`src/rtl/mux_scan_seq_pkg.sv`:
```
// Shared definitions for the mux scan sequencer: FSM encodings and the
// select start/end indices derived from the scan direction.
package mux_scan_seq_pkg;

   localparam logic ST_IDLE = 1'b0;
   localparam logic ST_SCAN = 1'b1;

   function automatic int start_idx(input int width, input bit msb_first);
      return msb_first ? width - 1 : 0;
   endfunction

   function automatic int end_idx(input int width, input bit msb_first);
      return msb_first ? 0 : width - 1;
   endfunction

endpackage

```
`src/rtl/mux_sel_cnt.sv`:
```
// Select counter: loads a fixed start value, steps up or down when enabled,
// and flags the end value explicitly rather than relying on overflow.
module mux_sel_cnt #(
   parameter int               SEL_W = 3,
   parameter bit               DOWN  = 1'b0,
   parameter logic [SEL_W-1:0] START = '0,
   parameter logic [SEL_W-1:0] STOP  = '1
) (
   input  logic             clk,
   input  logic             rst,
   input  logic             load,
   input  logic             en,
   output logic [SEL_W-1:0] cnt,
   output logic             tc
);

   logic [SEL_W-1:0] cnt_q;
   logic [SEL_W-1:0] cnt_d;

   always_comb begin
      cnt_d = cnt_q;
      if (load) begin
         cnt_d = START;
      end else if (en) begin
         cnt_d = DOWN ? cnt_q - SEL_W'(1) : cnt_q + SEL_W'(1);
      end
   end

   always_ff @(posedge clk) begin
      if (rst) begin
         cnt_q <= START;
      end else begin
         cnt_q <= cnt_d;
      end
   end

   assign cnt = cnt_q;
   assign tc  = (cnt_q == STOP);

endmodule

```
`src/rtl/mux_scan_seq.sv`:
```
// Word-to-serial sequencer: holds an accepted word on the mux inputs and
// walks the select once per accepted serial beat.
module mux_scan_seq
   import mux_scan_seq_pkg::*;
#(
   parameter int WIDTH     = 8,
   parameter int SEL_W     = 3,
   parameter bit MSB_FIRST = 1'b0
) (
   input  logic             clk,
   input  logic             rst,
   input  logic             in_valid,
   output logic             in_ready,
   input  logic [WIDTH-1:0] in_data,
   output logic [WIDTH-1:0] mux_data,
   output logic [SEL_W-1:0] mux_sel,
   input  logic             mux_out,
   output logic             ser_valid,
   input  logic             ser_ready,
   output logic             ser_data,
   output logic             ser_last,
   output logic             busy
);

   localparam logic [SEL_W-1:0] START_IDX = SEL_W'(start_idx(WIDTH, MSB_FIRST));
   localparam logic [SEL_W-1:0] END_IDX   = SEL_W'(end_idx(WIDTH, MSB_FIRST));

   generate
      if (WIDTH != (1 << SEL_W)) begin : g_bad_width
         $error("mux_scan_seq: WIDTH must equal 2**SEL_W");
      end
   endgenerate

   logic             state_q;
   logic             state_d;
   logic [WIDTH-1:0] data_q;
   logic [WIDTH-1:0] data_d;
   logic             accept;
   logic             beat;
   logic             at_end;
   logic             cnt_load;
   logic             cnt_en;

   // Handshakes are gated by rst so nothing is offered or taken during reset.
   assign in_ready  = ~rst & (state_q == ST_IDLE);
   assign ser_valid = ~rst & (state_q == ST_SCAN);
   assign accept    = in_valid & in_ready;
   assign beat      = ser_valid & ser_ready;

   always_comb begin
      state_d = state_q;
      data_d  = data_q;
      if (accept) begin
         state_d = ST_SCAN;
         data_d  = in_data;
      end else if (beat && at_end) begin
         state_d = ST_IDLE;
      end
   end

   always_ff @(posedge clk) begin
      if (rst) begin
         state_q <= ST_IDLE;
         data_q  <= '0;
      end else begin
         state_q <= state_d;
         data_q  <= data_d;
      end
   end

   // The select reloads both on accept and on the final beat so it always
   // rests at the start index while idle.
   assign cnt_load = accept | (beat & at_end);
   assign cnt_en   = beat & ~at_end;

   mux_sel_cnt #(
      .SEL_W (SEL_W),
      .DOWN  (MSB_FIRST),
      .START (START_IDX),
      .STOP  (END_IDX)
   ) u_sel_cnt (
      .clk  (clk),
      .rst  (rst),
      .load (cnt_load),
      .en   (cnt_en),
      .cnt  (mux_sel),
      .tc   (at_end)
   );

   assign mux_data = data_q;
   assign ser_data = mux_out;
   assign ser_last = ser_valid & at_end;
   assign busy     = (state_q == ST_SCAN);

endmodule

```
`config.mk`:
```
export PLATFORM = sky130hd
export DESIGN_NAME = mux_scan_seq
export DESIGN_NICKNAME = d
export VERILOG_FILES = /design/src/rtl/mux_scan_seq_pkg.sv /design/src/rtl/mux_sel_cnt.sv /design/src/rtl/mux_scan_seq.sv
export SDC_FILE = /design/constraint.sdc
export NUM_CORES = 1
export LEC_CHECK = 0
export BUFFER_PORTS_ARGS = -buffer_cell sky130_fd_sc_hd__buf_2
export CELL_PAD_IN_SITES_DETAIL_PLACEMENT = 1
export CELL_PAD_IN_SITES_GLOBAL_PLACEMENT = 1
export CORE_MARGIN = 2
export CORE_UTILIZATION = 28
export DETAILED_ROUTE_END_ITERATION = 6
export PLACE_DENSITY_LB_ADDON = 0.1
export SYNTH_ARGS = -nofsm -noshare
export SYNTH_HDL_FRONTEND = slang
export SYNTH_SLANG_ARGS = --single-unit
```
`constraint.sdc`:
```
create_clock -name clk -period 1.9 [get_ports clk]
set_input_delay 0.095 -clock clk [delete_from_list [all_inputs] [get_ports clk]]
set_output_delay 0.095 -clock clk [all_outputs]
set_load 0.05 [all_outputs]
```
# Word level (Yosys, flattened, before mapping)
# Index checks and enable logic that the tools add are counted.
[word_totals]
regBits = 12
in_bits = 13
out_inout_bits = 16
word_cells = 21
[op_classes]
n_addsub = 1
eq_ne = 1
n_mux = 2
bitwise_logic = 11
reduce_logical = 3
[op_table]
columns = ["cell", "count"]
rows = [
  ["1-bit bitwise AND", 7],
  ["3-bit by 1-bit adder with 3-bit output, second input constant", 1],
  ["3-bit equality test, second input constant", 1],
  ["1-bit NOT", 3],
  ["1-bit 2-to-1 mux", 2],
  ["2-bit nonzero test", 1],
  ["2-bit OR reduction", 1],
  ["1-bit logical AND", 1],
  ["1-bit OR", 1],
]

# Depth between registers and ports, before layout
[logic_depth]
depth_word = 6
mapped_depth = 5
ltp_nobuf = 5

# Cells and area by module
# A second synthesis with hierarchy kept.
[unflattened]
cells_unflattened = 58
hier_area_um2 = 589.3
[by_module_without_submodules]
columns = ["module", "instances", "cells_each", "area_each_um2", "seq_area_each_um2"]
rows = [
  ["mux_scan_seq", 1, 47, 455.4, 180.2],
  ["mux_sel_cnt", 1, 11, 133.9, 60.1],
]

# Worst setup path after synthesis
# Ideal clock, no wire load.
[synth_path]
path_type = "register -> output"
start = "reg state_q, in the netlist busy"
end = "out ser_last"
arrival_time_ns = 2.082
required_ns = 1.805
slack_ns = -0.277
stages_incl_launch_ff = 3
path_buffers = 0
path_cell_list = "dfxtp_1 -> nor2b_1 -> and2_1"
[synth_via]
elab_chain_len = 2
[synth_rtl]
columns = ["element", "line_no", "text"]
rows = [
  ["from (decl)", "mux_scan_seq.sv:34", "logic state_q;"],
  ["from (signal assigned)", "mux_scan_seq.sv:66", "state_q <= state_d;"],
  ["1-bit bitwise AND", "mux_scan_seq.sv:46", "assign ser_valid = ~rst & (state_q == ST_SCAN);"],
  ["named net ser_valid", "mux_scan_seq.sv:18", "output logic ser_valid,"],
  ["1-bit bitwise AND", "mux_scan_seq.sv:92", "assign ser_last = ser_valid & at_end;"],
  ["to (decl)", "mux_scan_seq.sv:21", "output logic ser_last,"],
]
# The timed path passes the listed nets, and every way through them passes these cells.

# Worst setup path in the final report
[layout_path]
start = "reg u_sel_cnt.cnt_q[0], in the netlist u_sel_cnt.cnt[0]"
end = "out ser_last"
[layout_via]
elab_chain_len = 2
[layout_rtl]
columns = ["element", "line_no", "text"]
rows = [
  ["from (decl)", "mux_sel_cnt.sv:17", "logic [SEL_W-1:0] cnt_q;"],
  ["from (signal assigned)", "mux_sel_cnt.sv:33", "cnt_q <= cnt_d;"],
  ["3-bit equality test", "mux_sel_cnt.sv:38", "assign tc = (cnt_q == STOP);"],
  ["1-bit bitwise AND", "mux_scan_seq.sv:92", ""],
]
# Every way passes these cells.

==> summary.txt <==
Outcome
  – Status: finished clean

Logic synthesis
  – Cell variety after synth: 16
  – Seq/Total Area, Yosys: 47.52%
  – Synthesized area per cell: 8.425 sq um
  – XOR/XNOR Fraction of Synth Area: 0%
  – Mux cell area share after synthesis: 0%
  – Post-synthesis instance area: 505.5 sq um
  – Largest family of logic cells by synthesized area: simple AND/OR/NAND/NOR gates
  – Syn Nets: 75
  – Post-Synth Simple-Gate Area: 30.20%
  – Compound-Gate Fraction of Synth Area: 13.37%
  – Adder-Cell Fraction of Synth Area: 4.950%
  – Number of synthesized flops with an enable pin: 0
  – Asr flop ratio synth: 0%
  – Top_reg_cell synth: dfxtp_1
  – Cells after Synth: 60
  – Yosys reg bits: 12
  – Yosys warns: 0

Setup path
  – CP Max Fanout: 5
  – CP Capture Type: output pin
  – CP Launch Type: register
  – R2R cell count: 4
  – Setup CP Type: reg -> out
  – Worst EP required: 1800 ps
  – Worst Path Arrival: 1400 ps
  – Worst reg-to-reg setup slack: 460 ps
  – R2R Path Start: u_sel_cnt.cnt[0]$_SDFFE_PP0P_
  – Reg2reg end: u_sel_cnt.cnt[1]$_SDFFE_PP0P_

Power
  – Pwr Total: 599.9 uW
  – Leak: 0.3402 nW
  – PwrDens: 868.7 mW/mm^2
  – Peak supply drop: 0.3395 mV

GRT
  – Grt ovf: 0
  – First-pass GRT wire length: 1945 um
  – Grt peak-use layer: met2
  – Met2 Use GR: 19.72%
  – Vias in the first global route: 417
  – Largest net degree at the start of global routing: 16
  – Antenna violations before repair: 0
  – GR Layer Usage met3: 3.529%
  – Total GRT Usage: 13.94%
  – Met1 Usage GRT: 16.55%

Floorplanning
  – I/O pin count: 29
  – Core area: 0.001708 sq mm
  – Initial core utilization: 29.60%
  – Die width: 46.49 um
  – Die H: 46.49 um
  – Num rows: 15
  – Die ar.: 0.002161 sq mm

Clock tree
  – Reg clk slew, reported paths: 80 ps
  – Post-CTS Hold Buffers: 0
  – Setup bufs post-CTS: 0
  – Clock Latency Late Sink: 280 ps
  – PostCTS Resize Cnt: 0
  – TritonCTS Sinks: 12
  – CTS max path bufs: 2
  – Number of CTS-inserted buffers: 3
  – H-Tree Depth: 1
  – Root Driver: clkbuf_4
  – CTS tree: done

Layout
  – Most common cell after layout, fill and taps aside: buf_2
  – Fillers: 218
  – N_diodes: 0
  – Most frequent cells in the layout: buf_2 (26), nand2_1 (20), dfxtp_1 (12)
  – NumNets Final: 102
  – Proportion of layout cells with a drive suffix above 1: 37.21%
  – Area growth, synth to finish: 36.63%

Route
  – Vias: 482
  – Post-route ant nets: 0
  – Vias per inst: 4.342
  – Initial DRC Count: 4
  – WL per Instance: 11.22 um
  – 1st-pass router iterations: 4
  – Final wirelength: 1245 um
  – DRC errors left: 0

Worst hold path
  – Hold path start: in_data[0]
  – Worst min path class: in -> reg
  – Hold EP: mux_data[0]$_SDFFE_PP0P_
  – Hold Path Depth: 3

Placed design
  – Dpl hpwl: 895 um
  – I/O Buffers: 26
  – Gpl congestion: 0.6182

Timing
  – Slew HR: 71.69%
  – Slew Viols, Final: 0
  – Worst Tran Pin Value: 424.6 ps
  – Tcrit/Tclk final: 78.75%
  – Min Tclk post-route: 1496 ps
  – Setup tns final: 0 ps
  – Hold Vio Cnt, Final: 0
  – Fmax: 668.4 MHz
  – Unrepaired setup endpoints after global routing: false
  – Setup-failing EPs final: 0
  – Clk_skew: 4.824 ps

Flow run
  – Max-Cap Viols: 0
-- metal layers --
metal,share of wire (%),vias to the layer above
li1,-,249
met1,47,210
met2,42,19
met3,6.5,4
met4,4.1,0
met5,0,-
-- cell type report --
type / instances / area [sq um] / area share, %
multi-input cells: 44 / 252.7 / 36.59
repair buffers: 26 / 130.1 / 18.84
well taps: 25 / 31.28 / 4.529
clock buffers: 4 / 36.28 / 5.254
flip-flops and latches: 12 / 240.2 / 34.78
-- power breakdown --
group	internal [mW]	leakage [nW]	switching, mW
logic	0.0324	0.221	0.0875
clock network	0.117	0.0210	0.0911
registers	0.264	0.0982	0.00840
-- how the worst max path moves through the flow --
stage	endpoint	slack (ps)	cells past startpoint	startpoint
global route	ser_last	300	4	u_sel_cnt.cnt[0]$_SDFFE_PP0P_
floorplan	ser_last	140	2	busy$_SDFFE_PP0P_
detailed placement	u_sel_cnt.cnt[2]$_SDFFE_PP0P_	460	4	u_sel_cnt.cnt[0]$_SDFFE_PP0P_
global placement	u_sel_cnt.cnt[1]$_SDFFE_PP0P_	490	4	u_sel_cnt.cnt[0]$_SDFFE_PP0P_
finish	ser_last	400	4	u_sel_cnt.cnt[0]$_SDFFE_PP0P_
CTS	ser_last	380	4	u_sel_cnt.cnt[0]$_SDFFE_PP0P_
-- worst max-delay path: stages, from the launching register on --
cell     delay [ps]
dfxtp_1         370
ha_1            160
ha_1            200
and2_1          140
buf_2           250
-- cell usage after synthesis (2+ instances only) --
cell type	count	share of area, %
a21oi_1	9	8.9
dfxtp_1	12	48
ha_1	2	4.9
or3b_1	2	3.5
clkbuf_1	2	1.5
nor2_1	2	1.5
nand2_1	20	15
a211oi_1	3	4.5
-- stage by stage --
stage | util (%) | cell area, sq um | hold slack, ps | setup slack (ps) | instances
3_3_place_gp | 38.32 | 654.4 | 190.8 | 489.8 | 107
6_report | 40.44 | 690.7 | 46.20 | 403.8 | 111
2_1_floorplan | - | 513.0 | 173.5 | 141.3 | 60
4_1_cts | 40.44 | 690.7 | 46.11 | 375.1 | 111
3_5_place_dp | 38.32 | 654.4 | 190.8 | 457.4 | 107
5_1_grt | 40.44 | 690.7 | 46.75 | 300.6 | 111
-- sequential cells by signal, indices dropped and copies added, names as in the netlist --
signal         cells
mux_data           8
u_sel_cnt.cnt      3
busy               1
-- cells by family (layout without fill, tap and decap cells) --
kind of cell | Yosys count | count (layout)
AO/OA/AOI/OAI | 12 | 12
adder cells (fa/ha/maj) | 2 | 2
buffers and inverters | 4 | 30
flip-flops | 12 | 12
AND/OR/NAND/NOR | 30 | 30
No activity file was read; power rests on OpenSTA's default activity.
